--- src/rtl/arc4_crack.sv ---
`default_nettype none
// ============================================================================
// Module   : arc4_crack
// Brief    : Brute-force key search. Runs arc4 once per candidate key and stops
//            at the first key whose plaintext is entirely printable ASCII.
// Revision : 1.0 - initial release
// ============================================================================
module arc4_crack #(
  parameter logic [23:0] KEY_LAST = 24'hFFFFFF
) (
  input  logic        clk,
  input  logic        rst_n,
  input  logic        en,
  output logic        rdy,
  output logic [23:0] key,
  output logic        key_valid,
  output logic        arc4_en,
  input  logic        arc4_rdy,
  output logic [23:0] arc4_key,
  output logic [7:0]  pt_addr,
  input  logic [7:0]  pt_rddata
);

  typedef enum logic [2:0] {
    S_IDLE  = 3'd0,
    S_START = 3'd1,
    S_BUSY  = 3'd2,
    S_RUN   = 3'd3,
    S_LEN   = 3'd4,
    S_LENC  = 3'd5,
    S_SCAN  = 3'd6
  } state_t;

  localparam logic [7:0] c_CHAR_LO = 8'h20;
  localparam logic [7:0] c_CHAR_HI = 8'h7E;

  state_t     r_state;
  state_t     w_next;
  logic [7:0] r_len;
  logic [7:0] r_idx;
  logic       w_readable;
  logic       w_pass;
  logic       w_fail;
  logic       w_last;

  assign w_readable = (pt_rddata >= c_CHAR_LO) && (pt_rddata <= c_CHAR_HI);
  assign w_last     = (arc4_key == KEY_LAST);

  always_ff @(posedge clk or negedge rst_n) begin
    if (!rst_n) r_state <= S_IDLE;
    else        r_state <= w_next;
  end

  always_comb begin
    w_next  = r_state;
    arc4_en = 1'b0;
    w_pass  = 1'b0;
    w_fail  = 1'b0;
    rdy     = (r_state == S_IDLE);
    case (r_state)
      S_IDLE:  if (en) w_next = S_START;
      S_START: begin
        // Gating on arc4_rdy keeps the start pulse off a busy arc4.
        if (arc4_rdy) begin
          arc4_en = 1'b1;
          w_next  = S_BUSY;
        end
      end
      S_BUSY:  if (!arc4_rdy) w_next = S_RUN;
      S_RUN:   if (arc4_rdy) w_next = S_LEN;
      S_LEN:   w_next = S_LENC;
      S_LENC: begin
        if (pt_rddata == 8'd0) w_pass = 1'b1;
        else                   w_next = S_SCAN;
      end
      S_SCAN: begin
        if (!w_readable)         w_fail = 1'b1;
        else if (r_idx == r_len) w_pass = 1'b1;
      end
      default: w_next = S_IDLE;
    endcase
    if (w_pass) w_next = S_IDLE;
    if (w_fail) w_next = w_last ? S_IDLE : S_START;
  end

  always_ff @(posedge clk or negedge rst_n) begin
    if (!rst_n) begin
      key       <= 24'd0;
      key_valid <= 1'b0;
      arc4_key  <= 24'd0;
      pt_addr   <= 8'd0;
      r_len     <= 8'd0;
      r_idx     <= 8'd0;
    end else begin
      if ((r_state == S_IDLE) && en) begin
        arc4_key  <= 24'd0;
        key_valid <= 1'b0;
      end
      if ((r_state == S_RUN) && arc4_rdy) pt_addr <= 8'd0;
      // Address 1 is issued while the length is still in flight so the scan
      // runs at one byte per cycle.
      if (r_state == S_LEN) pt_addr <= 8'd1;
      if (r_state == S_LENC) begin
        r_len <= pt_rddata;
        r_idx <= 8'd1;
        if (pt_rddata > 8'd1) pt_addr <= 8'd2;
      end
      if ((r_state == S_SCAN) && w_readable && (r_idx != r_len)) begin
        r_idx <= r_idx + 8'd1;
        if (pt_addr != r_len) pt_addr <= pt_addr + 8'd1;
      end
      if (w_pass) begin
        key       <= arc4_key;
        key_valid <= 1'b1;
      end
      if (w_fail) begin
        if (w_last) key_valid <= 1'b0;
        else        arc4_key  <= arc4_key + 24'd1;
      end
    end
  end

endmodule
`default_nettype wire
--- config.mk ---
export PLATFORM = sky130hd
export DESIGN_NAME = arc4_crack
export DESIGN_NICKNAME = d
export VERILOG_FILES = /design/src/rtl/arc4_crack.sv
export SDC_FILE = /design/constraint.sdc
export NUM_CORES = 1
export LEC_CHECK = 0
export CAP_MARGIN = 0
export CORE_MARGIN = 2
export CORE_UTILIZATION = 53
export DETAILED_ROUTE_END_ITERATION = 10
export GPL_TIMING_DRIVEN = 0
export HOLD_SLACK_MARGIN = 0.06
export PLACE_DENSITY = 0.8
export SLEW_MARGIN = 20
export SYNTH_ARGS = -nofsm -noshare
export SYNTH_HDL_FRONTEND = slang
export SYNTH_SLANG_ARGS = --single-unit
--- constraint.sdc ---
create_clock -name clk -period 2.52 [get_ports clk]
set_input_delay 0.504 -clock clk [delete_from_list [all_inputs] [get_ports clk]]
set_output_delay 0.504 -clock clk [all_outputs]
set_load 0.005 [all_outputs]
==> impl_metrics.tcl <==
set metrics [dict create \
    leakage_nw 2.39 \
    p_per_area_nw_per_um2 682 \
    outcome "finished, final reports clean" \
    drv_slew 0 \
    maxSlewHeadroom_pct 54.6 \
    cts-root-buf "clkbuf_8" \
    synth-seq-cells 76 \
    cts_buffers 9 \
    synth_top_family_by_area "simple AND/OR/NAND/NOR gates" \
    cts.sinks 76 \
    path_clk_slew_ns 0.08 \
    crit_path_end_kind "flip-flop" \
    syn_to_final_growth_pct 28.2 \
    synth_cell_types 54 \
    drive_above_1_share_pct 18.3 \
    worst_pin_slew_ns 0.680 \
    r2r_end "arc4_key[20]" \
    synthCells 357 \
    critical_path_class "input pin to flip-flop" \
    post-route-period-util_pct 94.4 \
    max-clock-path-buffers 2 \
    fp.coreArea_um2 7250 \
    cts_tree "built" \
    cp_max_fo 8 \
    dr.first_iter.drc_count 166 \
    synth_xor_area_share_pct 3.95 \
    drt_pass1_iterations 4 \
    drtAntennaViolNets 0 \
    ys_warn_count 0 \
    post_drt_wl_per_cell_um 17.2 \
    final_nets 458 \
    hold_viol 0 \
    ys_seq_area_share_pct 47.7 \
    ys.flop_type "dfrtp_1" \
    peakVddDrop_v 0.000380 \
    row_count 31 \
    die_w_um 90.7 \
    period_minus_slack_ns 2.38 \
    synth-simple-area-share_pct 19.1 \
    finClkSkew_ns 0.0107 \
    dieArea_um2 8230 \
    rsz0062_at_grt "no" \
    grt_pass1_wl_um 15700 \
    syn_area_per_cell_um2 11.2 \
    grt_pass1_vias 3213 \
    clkLatencyLatePin_ns 0.35 \
    synth_edf_count 0 \
    r2r_cells 7 \
    r2r_slack_ns 0.27 \
    htreeDepth 3 \
    drc 0 \
    synth.net_count 372 \
    port_buffers 70 \
    synth-adder-area-share_pct 0.942 \
    p_total_w 0.00348 \
    fin_cells 547 \
    timing.rr.start "arc4_key[0]" \
    fillers 550 \
    grt_max_degree 50 \
    totalWireLength_um 9410 \
    setup_viol_count_final 0 \
    cap_violations 0 \
    muxShareOfSynthArea_pct 15.3 \
    gp_congestion 0.872 \
    fmax_mhz 420 \
    synth_compound_area_share_pct 10.2 \
    dieHeight_um 90.7 \
    hp-class "input pin to async pin" \
    viasPerCell 5.84 \
    arrival_ns 2.61 \
    vias 3196 \
    async_flop_share_pct 100 \
    start_kind "input pin" \
    dp_hpwl_um 6520 \
    worstPathRequired_ns 2.75 \
    antenna_cells 0 \
    grt_antenna_before_repair 0 \
    grtUsageTotal_pct 23.9 \
    place_inst 527 \
    ctsHoldBuffers 0 \
    num_io_pins 71 \
    start_util_pct 55.0 \
    synth.cell_area_um2 3990 \
    gr-total-overflow 0 \
]
[per-layer routing]
| metal | track usage, % | up-vias | routed length (um) |
|---|---|---|---|
| met3 | 7.35 | 22 | 559 |
| met5 | 0 | - | 0 |
| met4 | 8.97 | 0 | 207 |
| li1 | - | 1477 | - |
| met1 | 30.1 | 1582 | 4090 |
| met2 | 38.6 | 115 | 4560 |
[power breakdown]
group | leakage (nW) | switching [W] | internal (W)
Combinational | 1.26 | 0.000448 | 0.000428
Clock | 0.107 | 0.000444 | 0.000584
Sequential | 1.03 | 0.000207 | 0.00137
Total | 2.39 | 0.00110 | 0.00238
[metrics by stage]
| stage | hold slack (ns) | util, % | area [um^2] | setup TNS [ns] | setup slack (ns) |
|---|---|---|---|---|---|
| 2_1_floorplan | 0.208 | - | 3990 | 0 | 0.395 |
| 3_3_place_gp | 0.468 | 66.3 | 4810 | -142.15 | -1.77 |
| 3_5_place_dp | 0.457 | 66.7 | 4840 | -11.61 | -0.451 |
| 4_1_cts | 0.0711 | 70.0 | 5070 | 0 | 0.0409 |
| 5_1_grt | 0.0907 | 70.4 | 5110 | 0 | 0.0528 |
| 6_report | 0.0684 | 70.4 | 5110 | 0 | 0.141 |
[cells by family after synthesis]
group / after synthesis
and+or+nand+nor: 135
xor gates and xnor gates: 18
buffers and inverters: 24
DFF: 76
adders and majority gates: 3
AOI/OAI and AO/OA: 44
muxes: 57
[state kept, by name, summed over array words and instances (netlist names)]
register	count
r_len	8
key_valid	1
r_state	3
arc4_key	24
pt_addr	8
r_idx	8
key	24
[what timing repair did]
action,in CTS,in global routing
setup endpoints to repair,8,29
gates cloned,0,0
endpoints found under the hold margin,0,0
setup buffers,2,2
pin swaps,1,0
gates resized for setup,1,6
[layout by cell type (no fill, tap or decap), types with 4 or more instances in the layout]
cell,n
inv_1,11
nor2_1,11
xor2_1,17
and3_1,10
buf_4,7
buf_2,4
clkbuf_8,10
nand2_1,46
nor4_1,6
o21ai_0,5
o211ai_2,4
mux2_2,31
or4b_1,4
nor3_1,4
dfrtp_1,76
mux2i_1,24
a21oi_1,7
clkdlybuf4s50_1,69
nand4_1,12
nand3_1,19
o31ai_2,4
clkbuf_1,6
[worst max path at each step]
stage / startpoint / endpoint / slack [ns]
after floorplan: pt_rddata[2] / key[17] / 0.40
after global placement: rst_n / key[1] / -1.77
after detailed placement: pt_rddata[6] / key[23] / -0.45
after CTS: r_state[0] / rdy / 0.04
after global routing: pt_rddata[6] / pt_addr[5] / 0.05
final: pt_rddata[5] / arc4_key[20] / 0.14
[cell usage after synthesis, types with 4 or more instances]
master | instances | area share (%)
o211ai_2 | 4 | 1.3
nand3_1 | 19 | 2.4
mux2i_1 | 24 | 6.0
nor4_1 | 6 | 0.94
nand2_1 | 46 | 4.3
o31ai_2 | 4 | 1.3
and3_1 | 10 | 1.6
clkbuf_1 | 6 | 0.56
xor2_1 | 17 | 3.7
buf_2 | 4 | 0.50
or4b_1 | 4 | 1.0
nand4_1 | 12 | 1.9
mux2_2 | 31 | 8.8
nor3_1 | 5 | 0.63
dfrtp_1 | 76 | 48
nor2_1 | 11 | 1.0
inv_1 | 11 | 1.0
o21ai_0 | 5 | 0.63
a21oi_1 | 7 | 0.88
[worst max-delay path, stage by stage]
cell             delay [ns]
clkdlybuf4s50_1        0.54
and4_1                 0.29
a41oi_4                0.15
buf_4                  0.19
or4b_1                 0.54
buf_6                  0.17
o211ai_2               0.15
o31ai_2                0.09
[final cells by class]
| type | instances | area (um^2) | area share [%] |
|---|---|---|---|
| Clock inverter | 4 | 72.6 | 1.42 |
| Multi-Input combinational cell | 257 | 2000 | 39.1 |
| Sequential cell | 76 | 1900 | 37.2 |
| Timing Repair Buffer | 75 | 756 | 14.8 |
| Buffer | 13 | 71.3 | 1.40 |
| Tap cell | 99 | 124 | 2.42 |
| Inverter | 11 | 41.3 | 0.808 |
| Clock buffer | 12 | 145 | 2.84 |
Note: power is estimated with default switching activity, not from simulation.
==> edit 1 (same flow settings) <==
Reset style: synchronous (`rst_n`), changed in 2 clocked blocks.
--- a/src/rtl/arc4_crack.sv
+++ b/src/rtl/arc4_crack.sv
@@ -46,7 +46,7 @@
   assign w_readable = (pt_rddata >= c_CHAR_LO) && (pt_rddata <= c_CHAR_HI);
   assign w_last     = (arc4_key == KEY_LAST);
 
-  always_ff @(posedge clk or negedge rst_n) begin
+  always_ff @(posedge clk) begin
     if (!rst_n) r_state <= S_IDLE;
     else        r_state <= w_next;
   end
@@ -83,7 +83,7 @@
     if (w_fail) w_next = w_last ? S_IDLE : S_START;
   end
 
-  always_ff @(posedge clk or negedge rst_n) begin
+  always_ff @(posedge clk) begin
     if (!rst_n) begin
       key       <= 24'd0;
       key_valid <= 1'b0;
Formal check against the unedited RTL: differs if rst_n is asserted again (counterexample within 4 cycles, from zero or initial values and one cycle with rst_n low); with rst_n held inactive, the same outputs for 10 cycles.
==> edit 1 against the unedited design <==
  * Setup slack worse by 0.049 ns
  * First-iteration DRC count up 64%
  * Sequential cell count unchanged
  * Area after synthesis is 1.6% lower
  * Wire length up 18%
  * Final area shrank 2.5%
  * Non-clock buffer count is 15 higher
Power is not compared: it rests on default switching activity, and its combinational part moved more than twofold at a synthesized area within 25%.
==> edit 1: results (changes against the unedited design) <==
status completed; Period minus WS final 2.43 ns (+0.0492 ns); vias per inst 6.06 (+3.7%); Seq/Total Area, Yosys 38.8% (-8.9 points); Met2 Wirelength 5130 µm (+12%); Post-synth top cells 76 x dfxtp_1, 53 x nand3_1, 51 x a21oi_1; Total GRT Usage 26.8% (+3.0 points); Post-Route Skew 0.00892 ns (-0.00182 ns); largest net degree at the start of global routing 13 (-74%); Synth Net Count 499 (+34%); Final nets 580 (+27%); Reg2Reg Depth 5 (-2); fraction of layout cells with a size suffix above 1 6.84% (-11 points); post-CTS setup buffer count 0 (-2); vias in the first global route 3759 (+17%); grt met2 use 43.7% (+5.1 points); Reg2Reg Capture Point r_state[0]$_SDFFE_PN0P_; CP endpoint arc4_key[8]$_SDFF_PN0_; Place WS -0.402 ns (+0.0485 ns); post-synth cell types 48 (-11%); Top delay family on crit path simple AND/OR/NAND/NOR gates; met1 usage in global routing 36.8% (+6.7 points); reg-to-reg startpoint r_idx[5]$_SDFFE_PN0P_; Post-synth ARST share 0% (-100 points); dpl cells 653 (+24%); gpl congestion 0.891 (+2.2%); routed wl met3 731 µm (+31%); Critical Path Source pt_rddata[6]
==> edit 1: changes by cell type after synthesis, moves of 27 or more <==
| cell | delta |
|---|---|
| dfxtp_1 | +76 |
| o21ai_1 | +27 |
| nand3_1 | +34 |
| a21oi_1 | +44 |
| dfrtp_1 | -76 |
| mux2_2 | -31 |
==> edit 1: area by class of cell <==
type	instances	area, µm²
clock buffer	13	179
tap	99	124
sequential	76	1520
clock inverter	3	42.5
fill	618	2230
multi-input combinational	368	2250
buffer	33	139
inverter	7	26.3
timing repair buffer	70	703
==> edit 1: power groups by stage <==
stage / logic (mW) / clock network (mW) / registers, mW
floorplan: 0.168 / 0 / 1.25
global placement: 0.255 / 0 / 1.26
detailed placement: 0.260 / 0 / 1.26
CTS: 0.264 / 1.03 / 1.23
global route: 0.296 / 1.07 / 1.24
finish: 0.271 / 1.02 / 1.23
==> edit 1: what timing repair did <==
item	in CTS	in global routing
hold buffers	0	0
setup endpoints to repair	21	7
resized for setup	1	6
==> edit 1: cell families (layout without fill, tap and decap cells) <==
kind of cell             count (synthesis)  count (layout)  share of synthesized area [%]
AND/OR/NAND/NOR                        204             204                           28.6
adder cells (fa/ha/maj)                  3               3                          0.957
multiplexers                            24              24                           6.12
XOR/XNOR                                16              16                           3.57
flip-flops                              76              76                           38.8
buffers and inverters                   40             126                           4.15
AO/OA/AOI/OAI                          121             121                           17.9
==> edit 1: stage by stage <==
step	utilization (%)	power [mW]	cell area, µm²	hold slack [ns]
after global placement	65.8	1.52	4750	0.455
after detailed placement	65.8	1.52	4750	0.456
after CTS	69.0	2.52	4980	0.472
final	69.1	2.53	4980	0.466
after floorplan	-	1.42	3920	0.460
after global routing	69.1	2.60	4980	0.492
==> edit 2 (same flow settings) <==
Made on the original files. Re-encode `state_t` (7 states) as one-hot, 7 bits wide.
--- a/src/rtl/arc4_crack.sv
+++ b/src/rtl/arc4_crack.sv
@@ -21,14 +21,14 @@
   input  logic [7:0]  pt_rddata
 );
 
-  typedef enum logic [2:0] {
-    S_IDLE  = 3'd0,
-    S_START = 3'd1,
-    S_BUSY  = 3'd2,
-    S_RUN   = 3'd3,
-    S_LEN   = 3'd4,
-    S_LENC  = 3'd5,
-    S_SCAN  = 3'd6
+  typedef enum logic [6:0] {
+    S_IDLE  = 7'b0000001,
+    S_START = 7'b0000010,
+    S_BUSY  = 7'b0000100,
+    S_RUN   = 7'b0001000,
+    S_LEN   = 7'b0010000,
+    S_LENC  = 7'b0100000,
+    S_SCAN  = 7'b1000000
   } state_t;
 
   localparam logic [7:0] c_CHAR_LO = 8'h20;
Behaviour: same outputs for any inputs over 10 cycles, from zero or initial values and one cycle with rst_n low; not proved beyond that.
==> edit 2 against the unedited design <==
  * Final area increased by 5.7%
  * Setup slack lost 0.059 ns
  * Clock skew increased by 0.0021 ns
  * Combinational power down 17%
  * Hold slack got worse by 0.0022 ns
  * Total power down 7.9%
  * Sequential power decreased by 8%
  * Synthesized cell count grew 13%
  * Wire length up 9.2%
  * Core utilization is 0.93 points lower
  * Sequential cell count up 4
  * Die area grew 6.3%
  * Area after synthesis grew 6.6%
  * Largest cell class unchanged
  * Largest power group unchanged
==> edit 2: results (changes against the unedited design) <==
post-synth cell types 51 (-5.6%); reg-to-reg startpoint r_state[2]$_DFFE_PN0P_; Top delay family on crit path simple AND/OR/NAND/NOR gates; worst path arrival time 1.93 ns (-0.68 ns); Fmax 410 MHz (-2.4%); synth top area cells dfrtp_1 47%, mux2i_1 6.6%, mux2_4 6.4%; Critical Path Source r_state[5]$_DFFE_PN0P_; initial DRC count 197 (+19%); 1st-pass router iterations 5 (+1); Post-synth top cells 79 x dfrtp_1, 71 x nand2_1, 28 x mux2i_1; Via Count 3537 (+11%); Syn Inst Count 402 (+13%); Reg2Reg Capture Point key[21]$_DFFE_PN0P_; placed cell area 5100 µm² (+5.5%); fill count 585 (+6.4%); Total GRT Usage 24.3% (+0.40 points); largest net degree at the start of global routing 54 (+8.0%); Post-Route Skew 0.0129 ns (+0.00214 ns); dpl cells 575 (+9.1%); status completed; top cell type's share of synthesized area 46.5% (-1.2 points); Seq/Total Area, Yosys 47.1% (-0.58 points); Seq. cell area 2000 µm² (+5.4%); FF-to-FF setup slack 0.12 ns (-0.15 ns); Post-DP HPWL 6990 µm (+7.2%); Final nets 503 (+9.8%); CP endpoint arc4_en
edit 2: changes by cell type in the layout (fill, tap and decap cells not counted), moves of 10 or more:
cell | unedited run | this run
nor4_1 | 6 | 17
nand2_1 | 46 | 71
mux2_4 | 0 | 18
nand2b_1 | 3 | 13
mux2_2 | 31 | 10
edit 2: cells by family after synthesis:
kind of cell / share of synthesized area (%)
AOI/OAI and AO/OA: 6.89
xor gates and xnor gates: 3.92
adders and majority gates: 0.883
buffers and inverters: 2.71
DFF: 47.1
muxes: 15.6
and+or+nand+nor: 22.9
edit 2: area by class of cell:
| class | count | share of cell area (%) |
|---|---|---|
| Clock inverter | 3 | 1.25 |
| Buffer | 18 | 1.88 |
| Sequential cell | 80 | 37.1 |
| Inverter | 5 | 0.348 |
| Clock buffer | 11 | 2.62 |
| Tap cell | 102 | 2.36 |
| Multi-Input combinational cell | 299 | 40.4 |
| Timing Repair Buffer | 75 | 14.0 |
edit 2: repair_timing:
item / in CTS / in global routing
endpoints found under the hold margin: 0 / 0
pin swaps: 2 / 2
gates resized for setup: 7 / 11
setup endpoints to repair: 35 / 35
cloned: 0 / 0
setup buffers: 1 / 3
edit 2: where the power goes:
group	leakage, nW	switching, mW	internal (mW)
clock network	0.101	0.453	0.575
registers	1.06	0.0925	1.36
logic	1.18	0.378	0.349
edit 2: worst register-to-register path, stage by stage, from the launching register on:
cell and delay (ns):
dfrtp_1 0.38, buf_6 0.14, or4_4 0.56, or3_4 0.38, nor3_4 0.22, a21oi_4 0.12, buf_6 0.20, mux2_4 0.30
edit 2: metal layers:
metal	global-route usage, %	up-vias	part of all wire [%]
met5	0	-	0
met4	9.30	0	1.8
met3	4.19	18	5.9
met2	38.5	126	48
met1	33.4	1763	44
li1	-	1630	-
